`config.mk`:
```
export PLATFORM = sky130hd
export DESIGN_NAME = div_unit_flat
export DESIGN_NICKNAME = d
export VERILOG_FILES = /design/src/rtl/div_unit_if.sv /design/src/rtl/div_unit.sv /design/src/flat_wrapper.sv
export SDC_FILE = /design/constraint.sdc
export NUM_CORES = 1
export LEC_CHECK = 0
export CORE_UTILIZATION = 33
export CTS_CLUSTER_DIAMETER = 80
export DETAILED_ROUTE_END_ITERATION = 7
export PLACE_DENSITY_LB_ADDON = 0.2
export SLEW_MARGIN = 20
export SYNTH_ARGS = -nofsm -noshare
export SYNTH_HDL_FRONTEND = slang
export SYNTH_SLANG_ARGS = --single-unit
```
`constraint.sdc`:
```
create_clock -name clk -period 11.3 [get_ports clk]
set_input_delay 1.695 -clock clk [delete_from_list [all_inputs] [get_ports clk]]
set_output_delay 1.695 -clock clk [all_outputs]
set_load 0.05 [all_outputs]
```
`src/rtl/div_unit_if.sv`:
```
`default_nettype none
// ============================================================================
// Module   : div_unit_if
// Brief    : Request/result bundle between the execute stage and div_unit.
// Revision : 1.0
// ============================================================================
interface div_unit_if #(
  parameter int WIDTH = 32
);
  logic             start;
  logic             signed_div;
  logic [WIDTH-1:0] a;
  logic [WIDTH-1:0] b;
  logic             annul;
  logic             stall_div;
  logic             ready;
  logic [WIDTH-1:0] hi;
  logic [WIDTH-1:0] lo;

  modport master (
    output start, signed_div, a, b, annul,
    input  stall_div, ready, hi, lo
  );

  modport slave (
    input  start, signed_div, a, b, annul,
    output stall_div, ready, hi, lo
  );
endinterface
`default_nettype wire

```
`src/rtl/div_unit.sv`:
```
`default_nettype none
// ============================================================================
// Module   : div_unit
// Brief    : Radix-2 restoring DIV/DIVU unit for the execute stage, one
//            quotient bit per cycle. DIV_ZERO_FAST_EN enables a one-cycle
//            divide-by-zero shortcut.
// Revision : 1.0
// ============================================================================
module div_unit #(
  parameter int WIDTH = 32
) (
  input  logic       clk,
  input  logic       rst,
  div_unit_if.slave  bus
);

  typedef enum logic [1:0] {
    IDLE = 2'd0,
    BUSY = 2'd1,
    DONE = 2'd2
  } state_t;

  localparam logic [4:0] c_LAST_CNT = 5'(WIDTH - 1);

  state_t           r_state;
  state_t           w_stateNext;
  logic [4:0]       r_cnt;
  logic [WIDTH-1:0] r_divisor;
  logic [WIDTH-1:0] r_quot;
  logic [WIDTH-1:0] r_rem;
  logic             r_quotNeg;
  logic             r_remNeg;
  logic             r_ready;
  logic [WIDTH-1:0] r_hi;
  logic [WIDTH-1:0] r_lo;

  logic             w_accept;
  logic             w_step;
  logic             w_finish;
  logic             w_aNeg;
  logic             w_bNeg;
  logic [WIDTH-1:0] w_aAbs;
  logic [WIDTH-1:0] w_bAbs;
  logic [WIDTH:0]   w_shift;
  logic [WIDTH:0]   w_diff;
  logic [WIDTH-1:0] w_remNext;
  logic [WIDTH-1:0] w_quotNext;
  logic [WIDTH-1:0] w_loFinal;
  logic [WIDTH-1:0] w_hiFinal;
`ifdef DIV_ZERO_FAST_EN
  logic             w_bZero;
  logic             w_fastZero;
`endif

  // Operand magnitudes; DIVU treats both operands as unsigned positives.
  assign w_aNeg = bus.signed_div & bus.a[WIDTH-1];
  assign w_bNeg = bus.signed_div & bus.b[WIDTH-1];
  assign w_aAbs = w_aNeg ? (~bus.a + 1'b1) : bus.a;
  assign w_bAbs = w_bNeg ? (~bus.b + 1'b1) : bus.b;

  assign w_accept = (r_state == IDLE) & bus.start & ~bus.annul;
  assign w_step   = (r_state == BUSY) & ~bus.annul;
  assign w_finish = w_step & (r_cnt == c_LAST_CNT);

`ifdef DIV_ZERO_FAST_EN
  assign w_bZero    = (bus.b == '0);
  assign w_fastZero = w_accept & w_bZero;
`endif

  // The dividend shifts out of r_quot MSB-first while quotient bits shift in.
  assign w_shift    = {r_rem, r_quot[WIDTH-1]};
  assign w_diff     = w_shift - {1'b0, r_divisor};
  assign w_remNext  = w_diff[WIDTH] ? w_shift[WIDTH-1:0] : w_diff[WIDTH-1:0];
  assign w_quotNext = {r_quot[WIDTH-2:0], ~w_diff[WIDTH]};

  assign w_loFinal = r_quotNeg ? (~w_quotNext + 1'b1) : w_quotNext;
  assign w_hiFinal = r_remNeg  ? (~w_remNext  + 1'b1) : w_remNext;

  always_comb begin
    w_stateNext = r_state;
    if (bus.annul) begin
      w_stateNext = IDLE;
    end else begin
      case (r_state)
        IDLE: begin
          if (bus.start) begin
`ifdef DIV_ZERO_FAST_EN
            w_stateNext = w_bZero ? DONE : BUSY;
`else
            w_stateNext = BUSY;
`endif
          end
        end
        BUSY: begin
          if (r_cnt == c_LAST_CNT) begin
            w_stateNext = DONE;
          end
        end
        DONE:    w_stateNext = IDLE;
        default: w_stateNext = IDLE;
      endcase
    end
  end

  always_ff @(posedge clk or negedge rst) begin
    if (!rst) begin
      r_state <= IDLE;
      r_ready <= 1'b0;
    end else begin
      r_state <= w_stateNext;
      r_ready <= (w_stateNext == DONE);
    end
  end

  always_ff @(posedge clk or negedge rst) begin
    if (!rst) begin
      r_cnt     <= '0;
      r_divisor <= '0;
      r_quot    <= '0;
      r_rem     <= '0;
      r_quotNeg <= 1'b0;
      r_remNeg  <= 1'b0;
    end else if (w_accept) begin
      r_cnt     <= '0;
      r_divisor <= w_bAbs;
      r_quot    <= w_aAbs;
      r_rem     <= '0;
      r_quotNeg <= w_aNeg ^ w_bNeg;
      r_remNeg  <= w_aNeg;
    end else if (w_step) begin
      r_cnt  <= r_cnt + 5'd1;
      r_quot <= w_quotNext;
      r_rem  <= w_remNext;
    end
  end

  // Result registers hold across IDLE until the next completion.
  always_ff @(posedge clk or negedge rst) begin
    if (!rst) begin
      r_hi <= '0;
      r_lo <= '0;
    end else if (w_finish) begin
      r_hi <= w_hiFinal;
      r_lo <= w_loFinal;
`ifdef DIV_ZERO_FAST_EN
    end else if (w_fastZero) begin
      r_hi <= bus.a;
      r_lo <= '1;
`endif
    end
  end

  assign bus.stall_div = bus.start & ~r_ready & ~bus.annul;
  assign bus.ready     = r_ready;
  assign bus.hi        = r_hi;
  assign bus.lo        = r_lo;

endmodule
`default_nettype wire

```
`src/flat_wrapper.sv`:
```
// flat-port wrapper written by rule: the top's interface ports become plain ports
module div_unit_flat 
#(
  parameter int WIDTH = 32
)
  (clk, rst, bus_start, bus_signed_div, bus_a, bus_b, bus_annul, bus_stall_div, bus_ready, bus_hi, bus_lo);
  div_unit_if #(.WIDTH(WIDTH)) bus_i ();
  input  logic clk;
  input  logic rst;
  input wire logic [$bits(bus_i.start)-1:0] bus_start;
  input wire logic [$bits(bus_i.signed_div)-1:0] bus_signed_div;
  input wire logic [$bits(bus_i.a)-1:0] bus_a;
  input wire logic [$bits(bus_i.b)-1:0] bus_b;
  input wire logic [$bits(bus_i.annul)-1:0] bus_annul;
  output wire logic [$bits(bus_i.stall_div)-1:0] bus_stall_div;
  output wire logic [$bits(bus_i.ready)-1:0] bus_ready;
  output wire logic [$bits(bus_i.hi)-1:0] bus_hi;
  output wire logic [$bits(bus_i.lo)-1:0] bus_lo;
  assign bus_i.start = bus_start;
  assign bus_i.signed_div = bus_signed_div;
  assign bus_i.a = bus_a;
  assign bus_i.b = bus_b;
  assign bus_i.annul = bus_annul;
  assign bus_stall_div = bus_i.stall_div;
  assign bus_ready = bus_i.ready;
  assign bus_hi = bus_i.hi;
  assign bus_lo = bus_i.lo;
  div_unit #(.WIDTH(WIDTH)) u_core (.clk(clk), .rst(rst), .bus(bus_i));
endmodule
```
==> results of run 1 <==
[worst max-delay path by stage]
stage / cells past startpoint / slack [ns] / to / start
4_1_cts: 20 / 4.97 / u_core.bus.lo[30]$_DFFE_PN0P_ / u_core.r_quot[31]$_DFFE_PN0P_
3_5_place_dp: 20 / 5.03 / u_core.bus.lo[30]$_DFFE_PN0P_ / u_core.r_quot[31]$_DFFE_PN0P_
2_1_floorplan: 22 / 5.75 / u_core.bus.lo[30]$_DFFE_PN0P_ / u_core.r_quot[31]$_DFFE_PN0P_
6_report: 20 / 4.94 / u_core.bus.lo[28]$_DFFE_PN0P_ / u_core.r_quot[31]$_DFFE_PN0P_
3_3_place_gp: 20 / 5.10 / u_core.bus.lo[28]$_DFFE_PN0P_ / u_core.r_quot[31]$_DFFE_PN0P_
5_1_grt: 20 / 4.62 / u_core.bus.lo[30]$_DFFE_PN0P_ / u_core.r_quot[31]$_DFFE_PN0P_
[synth_stat cells (20+ instances only)]
library cell,instances
clkbuf_1,59
a21oi_1,67
o21ai_1,22
nor4_1,23
o21ai_0,197
nor2_1,80
xnor2_1,74
mux2i_1,25
nand3_1,23
nand2_1,229
dfrtp_1,170
a22oi_1,31
nor3_1,39
xor2_1,68
o31ai_1,20
ha_1,38
inv_1,57
[layout make-up]
type	instances	area [µm²]
fill	3672	21400
multi-input combinational	1148	7160
sequential	170	4250
timing repair buffer	146	1430
tap	461	577
clock buffer	21	450
inverter	58	218
clock inverter	10	108
[stage by stage]
stage / setup WS [ns] / utilization / hold slack, ns / instance area (µm²)
6_report: 4.94 / 0.399 / 0.477 / 14200
2_1_floorplan: 5.75 / - / 0.450 / 11900
4_1_cts: 4.97 / 0.399 / 0.484 / 14200
3_3_place_gp: 5.10 / 0.384 / 0.464 / 13600
5_1_grt: 4.62 / 0.399 / 0.505 / 14200
3_5_place_dp: 5.03 / 0.384 / 0.469 / 13600
[layer usage]
metal,part of all wire,global-route usage
met3,0.041,0.0335
met2,0.44,0.301
met5,0,0
met4,0.017,0.0503
met1,0.50,0.285
[kinds of logic (layout without fill, tap and decap cells)]
family                   Yosys count  count (layout)  synth area share
adder cells (fa/ha/maj)           39              39            0.0415
AND/OR/NAND/NOR                  495             495             0.195
buffers and inverters            135             235            0.0460
multiplexers                      27              27            0.0228
flip-flops                       170             170             0.356
XOR/XNOR                         142             142             0.104
AO/OA/AOI/OAI                    445             445             0.234
[flip-flops by register name (all words and copies together), names as in the netlist]
name,count
u_core.bus.hi,32
u_core.bus.lo,32
u_core.r_divisor,32
u_core.r_quot,32
u_core.r_rem,32
u_core.r_cnt,5
u_core.r_state,2
u_core.bus.ready,1
u_core.r_quotNeg,1
u_core.r_remNeg,1
[power breakdown]
part | total [mW] | switching (mW) | internal [mW]
Sequential | 0.751 | 0.0802 | 0.671
Clock | 0.582 | 0.269 | 0.313
Combinational | 0.640 | 0.392 | 0.248
Total | 1.97 | 0.741 | 1.23
[worst min-delay path: cells and delay by family (launching register included)]
family,cells,cell delay (ns)
DFF,1,0.34
and+or+nand+nor,1,0.04
AOI/OAI and AO/OA,1,0.06
==> results.sh, run 1 <==
export IMPL_outcome="finished, final reports clean"
export IMPL_overflow=0
export IMPL_dieArea_um2=37000
export IMPL_whs_endpoint="u_core.bus.lo[26]$_DFFE_PN0P_"
export IMPL_place_congestion=0.885
export IMPL_start_kind="flip-flop"
export IMPL_clk_pin_slew_worst_paths_ns=0.08
export IMPL_areaGrowthSynthToFinish_pct=18.9
export IMPL_timing_rr_end="u_core.bus.lo[28]$_DFFE_PN0P_"
export IMPL_synth_edf_count=0
export IMPL_setup_tns_ns=0
export IMPL_worstPathRequired_ns=11.59
export IMPL_max_cap_violations=0
export IMPL_post_cts_resized=0
export IMPL_reg2regPathDepth=20
export IMPL_cts_tree="built"
export IMPL_critPathSlowestCell="inv_2"
export IMPL_numClockSinks=170
export IMPL_vias=10700
export IMPL_min_path_type="flip-flop to flip-flop"
export IMPL_synth_net_count=1561
export IMPL_synth_seq_cells=170
export IMPL_postCtsHoldBufs=0
export IMPL_clk_latency_ns=0.44
export IMPL_ys_dominant_reg_cell="dfrtp_1"
export IMPL_critPathMaxFanout=64
export IMPL_fin_nets=1649
export IMPL_wl_per_cell_um=17.6
export IMPL_htree_levels=4
export IMPL_via_per_inst=5.33
export IMPL_worstHoldPathCells=2
export IMPL_cts_post_setup_buffers_inserted=0
export IMPL_die_h_um=192
export IMPL_dp_cells=1983
export IMPL_layout_commonest_cell="nand2_1"
export IMPL_fmax_mhz=157
export IMPL_hpwl_um=26600
export IMPL_drt_total_wl_um=35500
export IMPL_crit_chain="inv_1 > ha_1 > fa_1 > nand2b_2 > a211oi_4 > o21ai_2 > a2111oi_2 > a211oi_4 > buf_4 > inv_2 > ha_1 > nand2b_1 > or3_4 > or4_4 > nand2b_1 > or3_4 > or4_4 > o21ai_1 > xor2_1 > o21ai_1"
export IMPL_synth_largest_area_cell="dfrtp_1"
export IMPL_finalHoldViolations=0
export IMPL_synthDistinctLibCells=85
export IMPL_slew_headroom=0.277
export IMPL_final_cell_mix="nand2_1 (228), o21ai_0 (197), dfrtp_1 (170)"
export IMPL_maxSlewViolCount=0
export IMPL_power_density_nw_per_um2=139
export IMPL_rsz0062_at_grt="false"
export IMPL_setup_violations=0
export IMPL_syn_avg_cell_area_um2=8.22
export IMPL_max_stage_delay_ns=0.63
export IMPL_peakVddDrop_v=0.000102
export IMPL_first_iter_violations=801
export IMPL_portBuffers=134
export IMPL_core_area_um2=35600
export IMPL_cts_buffers=17
export IMPL_cp_top_family="simple AND/OR/NAND/NOR gates"
export IMPL_io_pin_count=135
export IMPL_antenna_found_initial=0
export IMPL_async_reset_ff_frac=1.00
export IMPL_rr_startpoint="u_core.r_quot[31]$_DFFE_PN0P_"
export IMPL_n_antenna_cell=0
export IMPL_clk_path_buf_depth=2
export IMPL_grt_max_degree=108
export IMPL_drc=0
export IMPL_synth_area_leaders="dfrtp_1 (36%), o21ai_0 (8.3%), nand2_1 (7.2%)"
export IMPL_die_w_um=192
export IMPL_skew_ns=0.0128
export IMPL_hp_start="u_core.bus.lo[26]$_DFFE_PN0P_"
export IMPL_synth_area_um2=11900
export IMPL_critical_path_class="flip-flop to flip-flop"
export IMPL_synth_warnings=0
export IMPL_leakage_nw=5.84
export IMPL_finalWorstPathRequiredPeriod_ns=6.36
export IMPL_grt_pass1_vias=10200
export IMPL_worst_pin_slew_ns=1.06
export IMPL_cts_root_buffer="clkbuf_16"
export IMPL_critPathBufInv=3
export IMPL_yosysTopAreaCellShare=0.356
export IMPL_initial_core_util=0.336
export IMPL_r2r_slack_ns=4.94
export IMPL_ys_seq_area_frac=0.356
export IMPL_drtPass1Iterations=5
export IMPL_track_usage=0.197
export IMPL_grt_pass1_wl_um=57100
export IMPL_total_power_mw=1.97
export IMPL_worstPathArrival_ns=6.65
export IMPL_netlist_instances=1453
export IMPL_drive_above_1_share=0.0522
export IMPL_instances_no_fill=2014
export IMPL_critPathCaptureType="flip-flop"
export IMPL_period_share=0.563
export IMPL_ant_nets=0
export IMPL_row_count=69
(Power assumes the default switching activity.)
==> run 2, diff against run 1 <==
==> constraint.sdc (replaced) <==
create_clock -name clk -period 6 [get_ports clk]
set_input_delay 0.9 -clock clk [delete_from_list [all_inputs] [get_ports clk]]
set_output_delay 0.9 -clock clk [all_outputs]
set_load 0.05 [all_outputs]
==> results.sh, run 2 (synthesized netlist as in run 1, its figures left out) <==
export IMPL_final_cell_mix="nand2_1 (228), o21ai_0 (197), dfrtp_1 (170)"
export IMPL_min_path_type="input pin to asynchronous set/reset pin"
export IMPL_io_pin_count=135
export IMPL_grt_max_degree=95
export IMPL_areaGrowthSynthToFinish_pct=19.3
export IMPL_clk_pin_slew_worst_paths_ns=0.08
export IMPL_fin_nets=1650
export IMPL_finalWorstPathRequiredPeriod_ns=5.25
export IMPL_timing_rr_end="u_core.bus.lo[30]$_DFFE_PN0P_"
export IMPL_critPathCaptureType="flip-flop"
export IMPL_cts_tree="built"
export IMPL_setup_violations=0
export IMPL_maxSlewViolCount=0
export IMPL_n_antenna_cell=0
export IMPL_first_iter_violations=575
export IMPL_start_kind="flip-flop"
export IMPL_portBuffers=134
export IMPL_die_h_um=192
export IMPL_drc=0
export IMPL_fin_area_um2=14300
export IMPL_vias=10900
export IMPL_r2r_slack_ns=0.75
export IMPL_period_share=0.876
export IMPL_critPathLaunch="u_core.r_quot[31]$_DFFE_PN0P_"
export IMPL_clk_latency_ns=0.45
export IMPL_core_area_um2=35600
export IMPL_grt_pass1_vias=10400
export IMPL_post_cts_resized=0
export IMPL_drtPass1Iterations=5
export IMPL_worst_slack_ns=0.747
export IMPL_drive_above_1_share=0.0553
export IMPL_worstPathRequired_ns=6.30
export IMPL_placed_area_um2=13700
export IMPL_clk_path_buf_depth=2
export IMPL_dieArea_um2=37000
export IMPL_leakage_nw=5.88
export IMPL_track_usage=0.198
export IMPL_layout_commonest_cell="nand2_1"
export IMPL_reg2regPathDepth=19
export IMPL_critical_path_class="flip-flop to flip-flop"
export IMPL_max_cap_violations=0
export IMPL_grt_pass1_wl_um=57100
export IMPL_cts_root_buffer="clkbuf_16"
export IMPL_slew_headroom=0.323
export IMPL_worst_pin_slew_ns=1.02
export IMPL_peakVddDrop_v=0.000213
export IMPL_skew_ns=0.0108
export IMPL_overflow=0
export IMPL_outcome="finished, final reports clean"
export IMPL_rsz0062_at_grt="false"
export IMPL_finalHoldViolations=0
export IMPL_total_power_mw=3.77
export IMPL_ant_nets=0
export IMPL_power_density_nw_per_um2=265
export IMPL_place_congestion=0.888
export IMPL_hpwl_um=27000
export IMPL_wl_per_cell_um=17.7
export IMPL_via_per_inst=5.39
export IMPL_cts_post_setup_buffers_inserted=0
export IMPL_drt_total_wl_um=35700
export IMPL_numClockSinks=170
export IMPL_row_count=69
export IMPL_fmax_mhz=190
export IMPL_antenna_found_initial=0
export IMPL_critPathMaxFanout=8
export IMPL_cts_buffers=17
export IMPL_setup_tns_ns=0
export IMPL_initial_core_util=0.336
export IMPL_die_w_um=192
export IMPL_endpoint="u_core.bus.lo[30]$_DFFE_PN0P_"
export IMPL_htree_levels=4
export IMPL_postCtsHoldBufs=0
export IMPL_rr_startpoint="u_core.r_quot[31]$_DFFE_PN0P_"
export IMPL_worstPathArrival_ns=5.56
export IMPL_pre_cts_ws_ns=0.731
==> run 2: changes by cell type in the layout (fill, tap and decap cells not counted), sizes merged <==
cell,delta
clkbuf,-2
clkinvlp,-3
inv,+3
buf,+1
clkinv,+3
==> run 2: report_power, final <==
part | internal [mW] | switching, mW | leakage, nW
clock network | 0.615 | 0.537 | 0.299
registers | 1.26 | 0.151 | 2.27
logic | 0.468 | 0.737 | 3.31
==> run 2: final cells by class <==
class / count / area, µm²
clock buffer: 19 / 453
clock inverter: 13 / 149
tap: 461 / 577
sequential: 170 / 4250
fill: 3671 / 21300
timing repair buffer: 147 / 1440
multi-input combinational: 1148 / 7160
inverter: 58 / 218
==> run 2: critical path: stages, from the launching register on <==
cell,delay (ns)
dfrtp_1,0.38
inv_1,0.05
ha_1,0.22
fa_1,0.43
nand2b_2,0.25
a211oi_4,0.36
o21ai_2,0.17
a2111oi_2,0.44
a211oi_4,0.12
inv_2,0.10
ha_1,0.16
nand2b_1,0.09
or3_4,0.39
or4_4,0.46
nand2b_1,0.20
or3_4,0.41
or4_4,0.49
o21ai_1,0.16
xor2_1,0.17
o21ai_1,0.07
==> run 2: through the flow <==
stage	cells	hold WS, ns	util
2_1_floorplan	1453	0.450	-
3_5_place_dp	1984	0.470	0.384
3_3_place_gp	1984	0.462	0.384
4_1_cts	2016	0.449	0.401
5_1_grt	2016	0.475	0.401
6_report	2016	0.436	0.401
==> run 2: how the worst min path moves through the flow <==
stage	startpoint	to	slack [ns]
after floorplan	u_core.r_divisor[10]$_DFFE_PN0P_	u_core.r_divisor[10]$_DFFE_PN0P_	0.45
after global placement	u_core.r_divisor[15]$_DFFE_PN0P_	u_core.r_divisor[15]$_DFFE_PN0P_	0.46
after detailed placement	u_core.r_divisor[2]$_DFFE_PN0P_	u_core.r_divisor[2]$_DFFE_PN0P_	0.47
after CTS	rst	u_core.bus.hi[20]$_DFFE_PN0P_	0.45
after global routing	rst	u_core.bus.hi[25]$_DFFE_PN0P_	0.48
final	rst	u_core.bus.hi[22]$_DFFE_PN0P_	0.44
==> run 2: per-layer routing <==
metal,wire length (µm),GRT usage
met1,17200,0.285
met2,16200,0.309
met3,1770,0.0291
met4,482,0.0524
met5,0,0
==> RTL change 1, RTL diff (config.mk and constraints of run 2) <==
Add a define of `DIV_ZERO_FAST_EN`.
--- a/src/rtl/div_unit.sv
+++ b/src/rtl/div_unit.sv
@@ -6,6 +6,8 @@
 //            divide-by-zero shortcut.
 // Revision : 1.0
 // ============================================================================
+`define DIV_ZERO_FAST_EN
+
 module div_unit #(
   parameter int WIDTH = 32
 ) (
Function: changed (a bounded check fails within 4 cycles, from zero or initial values and one cycle with rst low).
==> RTL change 1 against run 2 <==
- sequential cell count unchanged
- wire length shrank 0.29%
- worst setup slack lost 0.38 ns
- cell area is 0.38% higher
- synthesized area fell by 0.34%
- non-clock buffer count grew 7
- count of clock-buffer cells in the layout stayed put
- die area decreased by 0.33%
Power is not compared: it rests on default switching activity, and its combinational part moved more than twofold at a synthesized area within 25%.
==> RTL change 1: results (changes against run 2) <==
Cell Count, Final, Fillers Out=2031 (was 2016); # diodes=0 (unchanged); Vias=10844 (was 10868); drt pass-1 iters=5 (unchanged); Flop pwr share=0.231; Hold Crit Class=reg -> reg (was in -> async); xor and xnor fraction of the mapped netlist area=0.1059 (was 0.1041); initial antenna violation count=0 (unchanged); clock share of power=0.165; multiplexer area fraction after synthesis=0.01765 (was 0.02283); GR Util All Layers=0.2008 (was 0.1983); Area Overhead vs Synth=20.18% (was 19.32%); Max FO, Critical Path=10 (was 8); sequential area share after synthesis=0.3573 (was 0.3561); Top delay family on crit path=compound AO/OA/AOI/OAI gates (was simple AND/OR/NAND/NOR gates); Synth Area per Inst=8.161 sq um (was 8.222 sq um); hold path start=u_core.r_divisor[4]$_DFFE_PN0P_; top cells by area, synth=dfrtp_1 (36%), o21ai_0 (7.8%), nand2_1 (7.1%) (was dfrtp_1 (36%), o21ai_0 (8.3%), nand2_1 (7.2%)); Layout Nets=1665 (was 1650); Initial DRC Count=705 (was 575); CP arrival=5.96 ns (was 5.56 ns); Post-DP HPWL=27250 microns (was 27050 microns); H-tree lvl count=4 (unchanged); Synth Area in Adders=0.04161 (was 0.04147); synth warn=0 (unchanged); clk root buf=clkbuf_16 (unchanged); worst hold path cell count=2; Slowest-stage cell, CP=or4_1 (was or4_4); max incr delay on CP=0.52 ns (was 0.49 ns); TritonCTS Buffers=17 (unchanged); RePlAce Congestion=0.8736 (was 0.8881); post-synthesis async set-or-reset flop share=1.000 (unchanged); worst skew pair latency=0.44 ns; Net Sw Power=3.330 mW; Hold WS=0.4797 ns (was 0.4363 ns); Synth Area in Compound Gates=0.2474 (was 0.2341); Max IR drop VDD=0.3249 mV; Routed WL per cell=17.52 microns (was 17.70 microns); P_leak=5.884 nW; worst-case clock skew=0.006618 ns (was 0.01083 ns); Reg2Reg Setup Slack=0.36 ns (was 0.75 ns); Power Clock=1.13 mW; pin count of the biggest net entering global routing=98 (was 95); count of cell types in the netlist=78 (was 85); synth cell count leaders=nand2_1 (224), o21ai_0 (186), dfrtp_1 (170), a21oi_1 (102), nor2_1 (88) (was nand2_1 (229), o21ai_0 (197), dfrtp_1 (170), nor2_1 (80), xnor2_1 (74)); CTS clk-pin slew, worst paths=0.07 ns; RR Endpoint=u_core.bus.hi[30]$_DFFE_PN0P_ (was u_core.bus.lo[30]$_DFFE_PN0P_); ys flop type=dfrtp_1 (unchanged); layout cell share with drive strength beyond 1=0.04904 (was 0.05531); first-pass GRT wire length=58250 microns (was 57150 microns); RR Startpoint=u_core.r_rem[18]$_DFFE_PN0P_ (was u_core.r_quot[31]$_DFFE_PN0P_); area of placed instances=13700 sq um (was 13650 sq um); run status=completed (unchanged); syn nets=1567 (was 1561); slew margin rel.=0.3089 (was 0.3227); worst slack, placed=0.2649 ns (was 0.7310 ns); Hold Path End=u_core.r_divisor[4]$_DFFE_PN0P_; PortBufs=134 (unchanged); R2R depth=20 (was 19)
## RTL change 1: changes by cell type in the layout (fill, tap and decap cells not counted), moves of 10 or more
cell / delta
a21oi_1: +35
nand3_1: -12
nor4_1: -10
o21ai_0: -11
o21ai_1: -17
and3_1: +12
## RTL change 1: how the worst max path moves through the flow
stage | startpoint | to | slack, ns | cells past startpoint
final | u_core.r_rem[18]$_DFFE_PN0P_ | u_core.bus.hi[30]$_DFFE_PN0P_ | 0.36 | 20
after detailed placement | u_core.r_quot[31]$_DFFE_PN0P_ | u_core.bus.hi[30]$_DFFE_PN0P_ | 0.26 | 22
after global placement | u_core.r_quot[31]$_DFFE_PN0P_ | u_core.bus.hi[30]$_DFFE_PN0P_ | 0.39 | 23
after floorplan | u_core.r_rem[18]$_DFFE_PN0P_ | u_core.bus.hi[30]$_DFFE_PN0P_ | 0.18 | 24
after global routing | u_core.r_quot[31]$_DFFE_PN0P_ | u_core.bus.hi[30]$_DFFE_PN0P_ | -0.01 | 24
after CTS | u_core.r_quot[31]$_DFFE_PN0P_ | u_core.bus.hi[30]$_DFFE_PN0P_ | 0.22 | 23
## RTL change 1: routing by layer
layer	global-route usage	vias to the layer above	routed length, microns
li1	-	5430	-
met1	0.2865	5130	17410
met2	0.3225	257	16200
met3	0.02448	27	1569
met4	0.04426	0	387
met5	0	-	0
## RTL change 1: what timing repair did
action | CTS | global route
setup endpoints to repair | 0 | 3
buffers inserted | 0 | 1
resized for setup | 0 | 2
hold buffers | 0 | 0
## RTL change 1: area by class of cell
type | count | area (sq um)
inverter | 57 | 214.0
sequential | 170 | 4254
tap | 461 | 576.8
fill | 3699 | 21260
clock buffer | 19 | 442.9
multi-input combinational | 1157 | 7186
timing repair buffer | 154 | 1493
clock inverter | 13 | 142.6
==> RTL change 2, RTL diff (settings of run 2) <==
Made on the original files. Reset style: synchronous (`rst`), changed in 3 clocked blocks.
--- a/src/rtl/div_unit.sv
+++ b/src/rtl/div_unit.sv
@@ -102,7 +102,7 @@
     end
   end
 
-  always_ff @(posedge clk or negedge rst) begin
+  always_ff @(posedge clk) begin
     if (!rst) begin
       r_state <= IDLE;
       r_ready <= 1'b0;
@@ -112,7 +112,7 @@
     end
   end
 
-  always_ff @(posedge clk or negedge rst) begin
+  always_ff @(posedge clk) begin
     if (!rst) begin
       r_cnt     <= '0;
       r_divisor <= '0;
@@ -135,7 +135,7 @@
   end
 
   // Result registers hold across IDLE until the next completion.
-  always_ff @(posedge clk or negedge rst) begin
+  always_ff @(posedge clk) begin
     if (!rst) begin
       r_hi <= '0;
       r_lo <= '0;
Function: same outputs for any inputs over 10 cycles, from zero or initial values and one cycle with rst low; that may be too few to reach the edited logic, so the function may still have changed.
==> RTL change 2 against run 2 <==
- sequential cell count is the same
- combinational power fell by 16%
- final cell count up 0.40%
- sequential power decreased by 15%
- critical path type unchanged
- global-route usage rose by 0.75 points
- first-iteration DRC count increased by 29%
- synthesized cell count is 2.1% higher
- die area decreased by 5.2%
- synthesized area shrank 5.2%
- cell area fell by 4.7%
- power is 11% lower
- wire length rose by 1.3%
- worst hold slack improved by 0.018 ns
- largest power group unchanged
- worst setup slack lost 0.15 ns
==> RTL change 2: results (changes against run 2) <==
run status=completed (unchanged); pin count of the biggest net entering global routing=80 (was 95); Post-DP HPWL=27620 microns (was 27050 microns); sequential area share after synthesis=0.3007 (was 0.3561); RePlAce Congestion=0.9028 (was 0.8881); Vias=10998 (was 10868); total power=3.355 mW (was 3.772 mW); count of cell types in the netlist=76 (was 85); number of global-route vias before repair=10310 (was 10356); clock share of power=0.338 (was 0.305); Sw Ratio=0.3640 (was 0.3778); initial antenna violation count=0 (unchanged); Placed Instances=1992 (was 1984); Max FO, Critical Path=21 (was 8); top cells by area, synth=dfxtp_1 (30%), a21oi_1 (5.7%), a211oi_1 (5.6%) (was dfrtp_1 (36%), o21ai_0 (8.3%), nand2_1 (7.2%)); GR Util All Layers=0.2058 (was 0.1983); Synth Instances=1483 (was 1453); total wire length=36140 microns (was 35680 microns); Comb power frac=0.305 (was 0.319); max incr delay on CP=0.61 ns (was 0.49 ns); Max IR drop VDD=0.1902 mV (was 0.2130 mV); worst-case clock skew=0.02948 ns (was 0.01083 ns); Initial DRC Count=742 (was 575); Top delay family on crit path=compound AO/OA/AOI/OAI gates (was simple AND/OR/NAND/NOR gates); P_leak=4.755 nW (was 5.878 nW); worst slack, placed=0.6876 ns (was 0.7310 ns); area of placed instances=13010 sq um (was 13650 sq um); post-synthesis async set-or-reset flop share=0 (was 1.000); slew margin rel.=0.3547 (was 0.3227); Slowest-stage cell, CP=nor3_2 (was or4_4); Finished Cell Area=13590 sq um (was 14250 sq um); synth cell count leaders=dfxtp_1 (170), nor2_1 (166), nand2_1 (153), a21oi_1 (128), o21ai_0 (92) (was nand2_1 (229), o21ai_0 (197), dfrtp_1 (170), nor2_1 (80), xnor2_1 (74)); Layout fillers=3421 (was 3671); Hold Crit Class=reg -> reg (was in -> async); Layout Nets=1671 (was 1650); first-pass GRT wire length=57750 microns (was 57150 microns)
-- RTL change 2: changes by cell type after synthesis, sizes merged, moves of 5 or more --
cell,before,now
a211oi,7,85
a21oi,67,133
a311oi,2,7
buf,18,10
clkbuf,59,82
dfrtp,170,0
dfxtp,0,170
nand2,230,153
nand3b,3,8
nor2,80,167
nor3,39,34
o211ai,14,9
o21ai,220,95
xnor2,74,62
-- RTL change 2: worst paths after layout --
kind	cells past startpoint	end	start	slack, ns
max	21	u_core.bus.hi[24]$_SDFFE_PN0P_	u_core.r_quot[31]$_SDFFE_PN0P_	0.59
min	2	u_core.bus.hi[15]$_SDFFE_PN0P_	u_core.bus.hi[15]$_SDFFE_PN0P_	0.45
max reg2reg	21	u_core.bus.hi[24]$_SDFFE_PN0P_	u_core.r_quot[31]$_SDFFE_PN0P_	0.59
min reg2reg	2	u_core.bus.hi[15]$_SDFFE_PN0P_	u_core.bus.hi[15]$_SDFFE_PN0P_	0.45
-- RTL change 2: cells by family after synthesis --
group           Yosys count  synth area share
xor+xnor                132            0.1021
flops                   170            0.3007
mux                      28           0.02498
fa+ha+maj                39           0.04377
buf+inv                 147           0.05107
compound gates          457            0.2645
simple gates            510            0.2129
-- RTL change 2: cell type report --
type / instances / share of cell area
inverter: 55 / 0.01528
clock inverter: 14 / 0.01114
clock buffer: 18 / 0.03158
timing repair buffer: 153 / 0.1092
tap: 448 / 0.04125
sequential: 170 / 0.2505
multi-input combinational: 1166 / 0.5410
-- RTL change 2: layer usage --
metal | wire, microns | vias up | track usage | share of wire
li1 | - | 5536 | - | -
met1 | 17950 | 5172 | 0.2903 | 0.50
met2 | 16290 | 262 | 0.3334 | 0.45
met3 | 1353 | 28 | 0.02251 | 0.037
met4 | 544 | 0 | 0.04950 | 0.015
met5 | 0 | - | 0 | 0
